==> src/rtl/div_pkg.sv <==
// Shared definitions for the sequential signed divider: default operand width
// and the controller state encoding.
package div_pkg;

    localparam int DIV_WIDTH = 8;

    typedef enum logic [1:0] {
        ST_IDLE = 2'd0,
        ST_CALC = 2'd1,
        ST_FIX  = 2'd2,
        ST_DONE = 2'd3
    } div_state_e;

endpackage

==> src/rtl/div_step.sv <==
// One restoring shift-subtract iteration on unsigned magnitudes: shift the
// next dividend bit into the partial remainder and subtract the divisor if it fits.
module div_step #(
    parameter int WIDTH = 8
) (
    input  logic [WIDTH:0]   i_prem,
    input  logic             i_dbit,
    input  logic [WIDTH-1:0] i_divisor,
    output logic [WIDTH:0]   o_prem,
    output logic             o_qbit
);

    logic [WIDTH+1:0] w_shift;
    logic [WIDTH:0]   w_diff;

    // One extra bit on the shifted value keeps the compare exact for any remainder.
    assign w_shift = {i_prem, i_dbit};
    assign w_diff  = w_shift[WIDTH:0] - {1'b0, i_divisor};
    assign o_qbit  = (w_shift >= {2'b00, i_divisor});
    assign o_prem  = o_qbit ? w_diff : w_shift[WIDTH:0];

endmodule

==> src/rtl/seq_divider.sv <==
// Multi-cycle signed divider: magnitudes are divided by a restoring loop, then
// signs are applied (quotient truncates toward zero, remainder follows dividend).
module seq_divider
    import div_pkg::*;
#(
    parameter int WIDTH = DIV_WIDTH
) (
    input  logic                    clk,
    input  logic                    reset,
    input  logic signed [WIDTH-1:0] in1,
    input  logic signed [WIDTH-1:0] in2,
    input  logic                    inValid,
    input  logic                    en,
    output logic signed [WIDTH-1:0] quot,
    output logic signed [WIDTH-1:0] rem,
    output logic                    outValid,
    output logic                    busy,
    output logic                    divZero
);

    localparam int CW = (WIDTH > 1) ? $clog2(WIDTH) : 1;
    localparam logic [CW-1:0]    CNT_INIT = CW'(WIDTH - 1);
    localparam logic [CW-1:0]    CNT_ONE  = CW'(1);
    localparam logic [WIDTH-1:0] ZERO_W   = '0;
    localparam logic [WIDTH:0]   ZERO_P   = '0;
    localparam logic [WIDTH-1:0] ALL_ONES = '1;

    div_state_e       r_state;
    logic [CW-1:0]    r_cnt;
    logic [WIDTH:0]   r_prem;
    logic [WIDTH-1:0] r_dq;
    logic [WIDTH-1:0] r_dvs;
    logic             r_neg_q;
    logic             r_neg_r;
    logic             r_dz;

    logic [WIDTH-1:0] w_abs1;
    logic [WIDTH-1:0] w_abs2;
    logic [WIDTH:0]   w_prem_nxt;
    logic             w_qbit;

    // Unsigned magnitudes; the most-negative value maps to 2^(WIDTH-1) correctly.
    assign w_abs1 = in1[WIDTH-1] ? (ZERO_W - in1) : in1;
    assign w_abs2 = in2[WIDTH-1] ? (ZERO_W - in2) : in2;

    div_step #(.WIDTH(WIDTH)) u_step (
        .i_prem    (r_prem),
        .i_dbit    (r_dq[WIDTH-1]),
        .i_divisor (r_dvs),
        .o_prem    (w_prem_nxt),
        .o_qbit    (w_qbit)
    );

    // Controller, datapath and registered outputs; en low freezes everything.
    always_ff @(posedge clk or negedge reset) begin
        if (!reset) begin
            r_state  <= ST_IDLE;
            r_cnt    <= '0;
            r_prem   <= '0;
            r_dq     <= '0;
            r_dvs    <= '0;
            r_neg_q  <= 1'b0;
            r_neg_r  <= 1'b0;
            r_dz     <= 1'b0;
            quot     <= '0;
            rem      <= '0;
            outValid <= 1'b0;
            busy     <= 1'b0;
            divZero  <= 1'b0;
        end else if (en) begin
            case (r_state)
                ST_IDLE: begin
                    outValid <= 1'b0;
                    if (inValid) begin
                        r_dq    <= w_abs1;
                        r_dvs   <= w_abs2;
                        r_prem  <= '0;
                        r_neg_q <= in1[WIDTH-1] ^ in2[WIDTH-1];
                        r_neg_r <= in1[WIDTH-1];
                        r_dz    <= (in2 == '0);
                        r_cnt   <= CNT_INIT;
                        busy    <= 1'b1;
                        r_state <= ST_CALC;
                    end
                end
                ST_CALC: begin
                    // r_dq shifts dividend bits out the top and quotient bits in the bottom.
                    r_prem <= w_prem_nxt;
                    r_dq   <= {r_dq[WIDTH-2:0], w_qbit};
                    if (r_cnt == '0) begin
                        r_state <= ST_FIX;
                    end else begin
                        r_cnt <= r_cnt - CNT_ONE;
                    end
                end
                ST_FIX: begin
                    quot    <= r_dz ? ALL_ONES : (r_neg_q ? (ZERO_W - r_dq) : r_dq);
                    rem     <= WIDTH'(r_neg_r ? (ZERO_P - r_prem) : r_prem);
                    divZero <= r_dz;
                    r_state <= ST_DONE;
                end
                ST_DONE: begin
                    outValid <= 1'b1;
                    busy     <= 1'b0;
                    r_state  <= ST_IDLE;
                end
                default: begin
                    outValid <= 1'b0;
                    busy     <= 1'b0;
                    r_state  <= ST_IDLE;
                end
            endcase
        end
    end

endmodule

==> config.mk <==
export PLATFORM = sky130hd
export DESIGN_NAME = seq_divider
export DESIGN_NICKNAME = d
export VERILOG_FILES = /design/src/rtl/div_pkg.sv /design/src/rtl/div_step.sv /design/src/rtl/seq_divider.sv
export SDC_FILE = /design/constraint.sdc
export NUM_CORES = 1
export LEC_CHECK = 0
export ABC_AREA = 1
export CORE_ASPECT_RATIO = 1.1
export CORE_UTILIZATION = 35
export CTS_CLUSTER_SIZE = 40
export DETAILED_ROUTE_END_ITERATION = 8
export GPL_ROUTABILITY_DRIVEN = 0
export PLACE_DENSITY = 0.61
export SLEW_MARGIN = 20
export SYNTH_ARGS = -nofsm -noshare
export SYNTH_HDL_FRONTEND = slang
export SYNTH_HIERARCHICAL = 1
export SYNTH_SLANG_ARGS = --single-unit
==> constraint.sdc <==
create_clock -name clk -period 2.9 [get_ports clk]
set_clock_uncertainty 0.2 [all_clocks]
set_input_delay 0.725 -clock clk [delete_from_list [all_inputs] [get_ports clk]]
set_output_delay 0.725 -clock clk [all_outputs]
set_load 0.02 [all_outputs]
; ---- Word-level counts from Yosys, hierarchy flattened
; Index checks and enable logic that the tools add are counted.
[classes]
add_sub_neg = 6
order_cmp = 1
eq_ne = 6
mux = 19
bitwise_logic = 1
n_reduce_logical = 12
[op_table]
columns = cell, n
row1 = 2-to-1 mux 8 bit, 6
row2 = subtractor 1 x 8 -> 8 bit (first input constant), 4
row3 = 2-to-1 mux 9 bit, 2
row4 = case mux 9 bit (2 select lines), 1
row5 = case mux 8 bit (2 select lines), 1
row6 = AND reduction 3 bit, 4
row7 = greater-or-equal comparator 10 x 8 -> 1 bit, 1
row8 = subtractor 9 x 8 -> 9 bit, 1
row9 = logical NOT 8 bit, 1
row10 = case mux 2 bit (4 select lines), 1
row11 = 2-to-1 mux 3 bit, 2
row12 = inequality test 2 bit (second input constant), 3
row13 = case mux 3 bit (2 select lines), 1
row14 = equality test 2 bit (second input constant), 2
row15 = 2-to-1 mux 2 bit, 2
row16 = case mux 1 bit (2 select lines), 2
row17 = AND reduction 2 bit, 2
row18 = AND reduction 4 bit, 1
row19 = nonzero test 2 bit, 2
row20 = logical NOT 3 bit, 1
row21 = subtractor 3 x 1 -> 3 bit (second input constant), 1
row22 = equality test 2 x 1 -> 1 bit (second input constant), 1
row23 = logical NOT 2 bit, 1
row24 = 2-to-1 mux 1 bit, 1
row25 = bitwise XOR 1 bit, 1
[totals]
ff_bits = 52
in_bits = 20
output_inout_bits = 19
elab_cells = 58

; ---- Logic depth before layout (Yosys ltp)
; Gate-level depths: netlist of run 1.
[logic_depth]
depth_word = 4
depth_mapped = 14
depth_no_buf = 14

; ---- Modules after synthesis
; The synthesis of run 1 kept the hierarchy.
[by_module_without_submodules]
columns = mod, n_inst, cells_per_inst, area_each_um2, seq_area_each_um2
row1 = seq_divider, 1, 370, 2844.0, 1301.2
row2 = div_step, 1, 119, 665.6, 0.0

; ---- Least setup slack after synthesis of run 1
; Ideal clock, no wire load.
[synth_timing]
path_kind = flip-flop to flip-flop
start = reg r_dq[7]
end = reg r_prem[7]
setup_time_ps = 83
t_arrival_ps = 1829
required_ps = 2617
slack_ps = 789
stages_incl_launch_ff = 14
path_buffers = 0
synth_period_minus_slack_ps = 2111
path_cell_list = dfrtp_1 > inv_1 > ha_1 > inv_1 > fa_1 > nand3_1 > nand3_1 > nand2_2 > nand2_4 > nor2_8 > nand3_1 > nand2_1 > nand3_1 > o21ai_0
[synth_between]
elab_chain_cells = 3
elab_cells_between_ends = 4
cone_classes = add/sub: 1 / order compare: 1 / mux: 2
[synth_rtl]
columns = element, line_no
row1 = "start, declared", seq_divider.sv:31  ; logic [WIDTH-1:0] r_dq;
row2 = "start signal, assigned", seq_divider.sv:75  ; r_dq <= w_abs1;
row3 = "start signal, assigned", seq_divider.sv:89  ; r_dq <= {r_dq[WIDTH-2:0], w_qbit};
row4 = subtractor 9 x 8 -> 9 bit / greater-or-equal comparator 10 x 8 -> 1 bit (equally long branches), "div_step.sv:18, div_step.sv:19"
row5 = 2-to-1 mux 9 bit (*), div_step.sv:20  ; assign o_prem = o_qbit ? w_diff : w_shift[WIDTH:0];
row6 = via w_prem_nxt[7], seq_divider.sv:39  ; logic [WIDTH:0] w_prem_nxt;
row7 = case mux 9 bit (2 select lines) (*), seq_divider.sv:71  ; case (r_state)
row8 = "end signal, assigned", seq_divider.sv:88  ; r_prem <= w_prem_nxt;
row9 = "end, declared", seq_divider.sv:30  ; logic [WIDTH:0] r_prem;
; Mark *: on every way through the listed nets, which the timed path passes. The rest lies on a longest branch.
; A chain may end at the register's enable or synchronous reset.

; ---- Worst setup path in the final report of run 1
[layout_timing]
start = reg r_dq[7]
end = reg r_prem[7]
[layout_between]
elab_chain_cells = 3
elab_cells_between_ends = 4
cone_classes = add/sub: 1 / order compare: 1 / mux: 2
[layout_rtl]
columns = element, line_no
row1 = greater-or-equal comparator 10 x 8 -> 1 bit, div_step.sv:19  ; assign o_qbit = (w_shift >= {2'b00, i_divisor});
row2 = via w_qbit, seq_divider.sv:40  ; logic w_qbit;
row3 = 2-to-1 mux 9 bit, div_step.sv:20
row4 = via w_prem_nxt[7], seq_divider.sv:39
row5 = case mux 9 bit (2 select lines), seq_divider.sv:71
; The timed path passes the listed nets, and every way through them passes these cells.

==> impl_metrics.yaml, run 1 <==
outcome:
  status: "complete, no violations"
setup_path:
  endpoint_kind: "flop"
  r2r_cells: 12
  cp_common_cell: "nand3_1"
  crit_type: "flop to flop"
  cp_data_arrival_time_ns: 2.28
  cpPeakStageDelay_ns: 0.42
  crit_path_start_kind: "flop"
  crit_slowest_cell: "fa_1"
  path_cells: "inv_1, ha_1, inv_1, fa_1, nand3_1, nand3_1, nand2_2, nand4_4, nand2_1, nand2_1, nand3_1, o21ai_0"
  cp_data_required_time_ns: 2.88
  critPathMaxFanout: 10
hold_path:
  min_path_type: "primary input to asynchronous set/reset pin"
sta:
  tns_ns: 0
  hold_viol: 0
  rsz0062_at_grt: "no"
  fin_crit_sh_pct: 79.4
  setup_viol: 0
  relSlewSlack_pct: 58.4
  max_freq_mhz: 434
  tightest_slew_ns: 0.624
  drv_slew: 0
  fin_crit_ns: 2.30
route:
  ant_nets: 0
  drcViolationCount: 0
  wire_per_inst_um: 12.2
  firstDrtPassIters: 4
  vias: 3147
  vias_per_cell: 4.85
  finalWirelength_um: 7910
  drt_iter0_drc: 210
power:
  p_int_mw: 2.43
  p_leak_nw: 2.12
  irDropWorstVdd_v: 0.000439
  pwr-share-seq_pct: 27.7
  p_per_area_mw_per_mm2: 1190
  power_frac_comb_pct: 63.5
  netSwitchingFraction_pct: 50.6
  p_sw_mw: 2.49
  clkPwrFrac_pct: 8.9
  fin_total_pwr_mw: 4.92
floorplan:
  design.die.area_mm2: 0.0104
  ios: 39
  die_y_um: 107
  fp.dieW_um: 97.5
  fp.coreArea_mm2: 0.00954
  rows: 37
  floorplan.initialDensity_pct: 36.8
cts:
  cts_made_buffers: 5
  clock_path_buffers: 2
  path_clk_slew_ns: 0.11
  h-tree-depth: 2
  cts_num_sinks: 52
  cts.repair.resized: 0
  holdBufCountCts: 0
  cts_setup_buffers: 0
  cts_tree: "yes"
  insertion_delay_ns: 0.30
  root_buffer: "clkbuf_8"
finish:
  drive_gt1_share_pct: 7.33
  area_growth_pct: 17.7
  layout.nets: 571
  diodes: 0
logic_synthesis:
  ys_seq_elements: 52
  synth_area_leaders: "dfrtp_1 37%, nand2_1 15%, nand3_1 8.3%"
  yosys_warnings: 6
  yosys.cell_count.top_type: "nand2_1"
  netlist_top_cells_count: "137 x nand2_1, 72 x inv_1, 58 x nand3_1"
  synth.distinct_cells: 36
  yosys_most_used_dff: "dfrtp_1"
  synth_area_leader_cell: "dfrtp_1"
  netlist.area_leader.share_pct: 37.1
  syn_avg_cell_area_um2: 7.18
  synth_nets: 529
  synth_edf_count: 0
  synthCells: 489
  synth_area_mm2: 0.00351
  yosysSeqAreaShare_pct: 37.1
  postSynth.asyncResetShare_pct: 100
job:
  maxCapViolations: 0
global_route:
  grt_pass1_wl_um: 14000
  grt_start_max_net_pins: 27
  globalRouteOverflowTotal: 0
  grt_use_total_pct: 16.1
  grt_pass1_vias: 2982
  antenna_found_initial: 0
placed_design:
  portBuffers: 38
  hpwl_um: 6230
-- path summary, 6_finish.rpt --
kind | slack [ns] | endpoint | from
setup / recovery | 0.60 | r_prem[7] | r_dq[7]
hold / removal | 0.22 | quot[1] | reset
setup reg to reg | 0.60 | r_prem[7] | r_dq[7]
hold reg to reg | 0.29 | r_cnt[1] | r_cnt[1]
max in group asynchronous | 1.63 | r_prem[0] | reset
min in group clk | 0.29 | r_cnt[1] | r_cnt[1]
-- power groups by stage --
stage	Clock (mW)	Combinational (mW)	Sequential, mW
finish	0.436	3.12	1.36
global route	0.481	3.55	1.41
CTS	0.450	3.13	1.36
detailed placement	0	3.12	1.38
global placement	0	3.09	1.38
floorplan	0	2.21	1.43
-- stage by stage --
step / hold slack [ns] / utilization (%) / area (µm²) / setup slack, ns / instances
3_3_place_gp: 0.261 / 42.3 / 4040 / 0.502 / 641
6_report: 0.220 / 43.3 / 4130 / 0.596 / 649
5_1_grt: 0.250 / 43.3 / 4130 / 0.341 / 649
2_1_floorplan: 0.229 / - / 3510 / 0.789 / 489
3_5_place_dp: 0.265 / 42.3 / 4040 / 0.479 / 641
4_1_cts: 0.239 / 43.3 / 4130 / 0.588 / 649
-- routing by layer --
metal,vias up,part of all wire [%],global-route usage (%)
met5,-,0,0
met4,0,0.64,3.05
met3,4,4.0,2.67
met2,72,45,26.5
met1,1421,50,22.6
li1,1650,-,-
-- registers in the layout, summed over array words and instances, names as in the netlist --
signal and cells:
r_prem 9, quot 8, r_dq 8, r_dvs 8
rem 8, r_cnt 3, r_state 2, busy 1
divZero 1, outValid 1, r_dz 1, r_neg_q 1
r_neg_r 1
-- cells in the final DEF (no fill, tap or decap), types with 2 or more instances in the layout --
cell / n
a21oi_1: 14
nor2_2: 4
inv_1: 72
clkdlybuf4s50_1: 37
ha_1: 19
clkinvlp_4: 2
o22ai_1: 3
or2_2: 2
nand3_1: 58
nor2_1: 42
nand3_2: 2
nand2_1: 137
clkbuf_8: 5
buf_4: 8
a31oi_1: 2
inv_2: 2
o21ai_0: 29
dfrtp_1: 52
xor2_1: 11
nand4_1: 8
o211ai_1: 4
nand2_4: 2
nand2_2: 3
-- cell families (layout without fill, tap and decap cells) --
group	after synthesis	in the layout	synth area share, %
AOI/OAI and AO/OA	58	58	9.80
xor gates and xnor gates	11	11	2.75
adders and majority gates	20	20	7.34
buffers and inverters	87	130	9.87
DFF	52	52	37.1
and+or+nand+nor	261	261	33.2
-- worst max-delay path, delay by kind of cell, from the launching register on --
family / cells / cell delay (ns)
AOI/OAI and AO/OA: 1 / 0.09
DFF: 1 / 0.41
and+or+nand+nor: 7 / 0.78
buffers and inverters: 2 / 0.13
adders and majority gates: 2 / 0.55
-- cell type report --
cell class,instances,area [µm²]
Timing Repair Buffer,46,435
Inverter,76,290
Tap cell,117,146
Sequential cell,52,1300
Multi-Input combinational cell,350,1860
Fill cell,1001,5410
Clock inverter,3,26.3
Clock buffer,5,68.8
No activity file was read; power rests on OpenSTA's default activity.
==> run 2, diff against run 1 <==
- clock period: 2.9 -> 2.3 ns (I/O delays scaled with it)
==> impl_metrics.yaml, run 2 (synthesized netlist as in run 1, its figures left out) <==
outcome:
  status: "finished with violations"
  violations: "hold timing"
global_route:
  grt_pass1_vias: 2985
  grt_pass1_wl_um: 14100
  grt-busiest-layer: "met2"
  use_met3_pct: 2.35
  grt_util_met1_pct: 22.2
  globalRouteOverflowTotal: 0
  grt_use_met2_pct: 27.5
  antenna_found_initial: 0
  grt_use_total_pct: 16.6
  grt_start_max_net_pins: 36
job:
  maxCapViolations: 0
route:
  vias: 3199
  drcViolationCount: 0
  wire_per_inst_um: 12.7
  finalWirelength_um: 8370
  drt_iter0_drc: 167
  firstDrtPassIters: 6
  ant_nets: 0
  vias_per_cell: 4.87
cts:
  h-tree-depth: 2
  root_buffer: "clkbuf_8"
  cts_made_buffers: 5
  path_clk_slew_ns: 0.11
  insertion_delay_ns: 0.31
  cts_tree: "yes"
  holdBufCountCts: 0
  clock_path_buffers: 2
  cts_num_sinks: 52
finish:
  drive_gt1_share_pct: 9.07
  top_register: "r_prem"
  largest_reg_flops: 9
  area_growth_pct: 20.6
  layout.nets: 579
  fill_cells: 981
  final_common_cell: "nand2_1"
  layout_common_cells: "137 x nand2_1, 72 x inv_1, 57 x nand3_1, 52 x dfrtp_1, 42 x nor2_1"
  diodes: 0
sta:
  hold_slack_ns: -0.0113
  worst_slack_ns: 0.178
  rsz0062_at_grt: "no"
  hold_viol: 15
  setup_viol: 0
  tns_ns: 0
  drv_slew: 0
  fin_crit_ns: 2.12
  relSlewSlack_pct: 70.0
  fin_crit_sh_pct: 92.3
  max_freq_mhz: 471
  tightest_slew_ns: 0.450
setup_path:
  critical_path.top_delay_family: "simple AND/OR/NAND/NOR gates"
  cpPeakStageDelay_ns: 0.39
  cp_data_required_time_ns: 2.34
  cp_common_cell: "nand3_1"
  endpoint_kind: "flop"
  path_cells: "inv_1, ha_1, inv_1, fa_2, nand3_1, nand3_2, nand2_4, nand2_4, nor2_4, nand3_1, nand2_1, nand3_1, o21ai_0"
  crit_slowest_cell: "dfrtp_1"
  startpoint: "r_dq[7]"
  cp_data_arrival_time_ns: 2.16
  critPathMaxFanout: 4
  crit_path_start_kind: "flop"
  crit_type: "flop to flop"
  r2r-start: "r_dq[7]"
  cp_num_buf_inv: 2
floorplan:
  fp.coreArea_mm2: 0.00954
  design.die.area_mm2: 0.0104
  die_y_um: 107
  ios: 39
  fp.dieW_um: 97.5
  rows: 37
  floorplan.initialDensity_pct: 36.8
placed_design:
  portBuffers: 38
  pre_cts_ws_ns: 0.0594
  hpwl_um: 6550
power:
  p_per_area_mw_per_mm2: 1530
  irDropWorstVdd_v: 0.000632
  p_leak_nw: 2.17
hold_path:
  min_path_type: "primary input to asynchronous set/reset pin"
==> run 2: path summary, 6_finish.rpt <==
path / to / slack (ns) / cells after the start
max: r_prem[7] / 0.18 / 13
min: quot[3] / -0.01 / 1
max reg2reg: r_prem[7] / 0.18 / 13
min reg2reg: r_cnt[1] / 0.28 / 2
max in group asynchronous: r_dvs[3] / 1.38 / 2
min in group clk: r_cnt[1] / 0.28 / 2
==> run 2: cell type report <==
cell class                 count  area (µm²)  area share, %
multi-input combinational    351        1890           44.6
inverter                      76         290           6.86
clock buffer                   5        68.8           1.63
tap                          117         146           3.46
timing repair buffer          53         513           12.1
clock inverter                 3        26.3          0.621
sequential                    52        1300           30.8
==> run 2: power breakdown <==
part,switching [mW],total [mW],internal [mW]
clock,0.346,0.568,0.222
sequential,0.361,1.69,1.33
combinational,2.56,4.21,1.65
total,3.26,6.47,3.21
==> run 2: layer usage <==
| layer | vias to the layer above | wire length (µm) |
|---|---|---|
| met4 | 0 | 170 |
| li1 | 1659 | - |
| met1 | 1465 | 4050 |
| met5 | - | 0 |
| met3 | 11 | 270 |
| met2 | 64 | 3880 |
==> run 2: repair_timing <==
action	4_1_cts	5_1_grt
setup buffers	0	1
gates resized for setup	0	4
endpoints found under the setup margin	0	8
==> run 2: worst reg2reg max path: stages (launching register included) <==
cell and delay (ns):
dfrtp_1 0.39, inv_1 0.06, ha_1 0.13, inv_1 0.07, fa_2 0.35, nand3_1 0.10, nand3_2 0.10, nand2_4 0.11
nand2_4 0.09, nor2_4 0.15, nand3_1 0.09, nand2_1 0.08, nand3_1 0.07, o21ai_0 0.08
==> run 2: per-stage QoR <==
stage	hold slack [ns]	cells	total power, mW	area (µm²)	utilization [%]
5_1_grt	0.00550	657	7.09	4230	44.4
4_1_cts	0.00182	655	6.38	4200	44.0
2_1_floorplan	0.0794	489	4.59	3510	-
3_5_place_dp	0.265	647	5.79	4110	43.0
6_report	-0.0113	657	6.47	4230	44.4
3_3_place_gp	0.255	647	5.71	4110	43.0
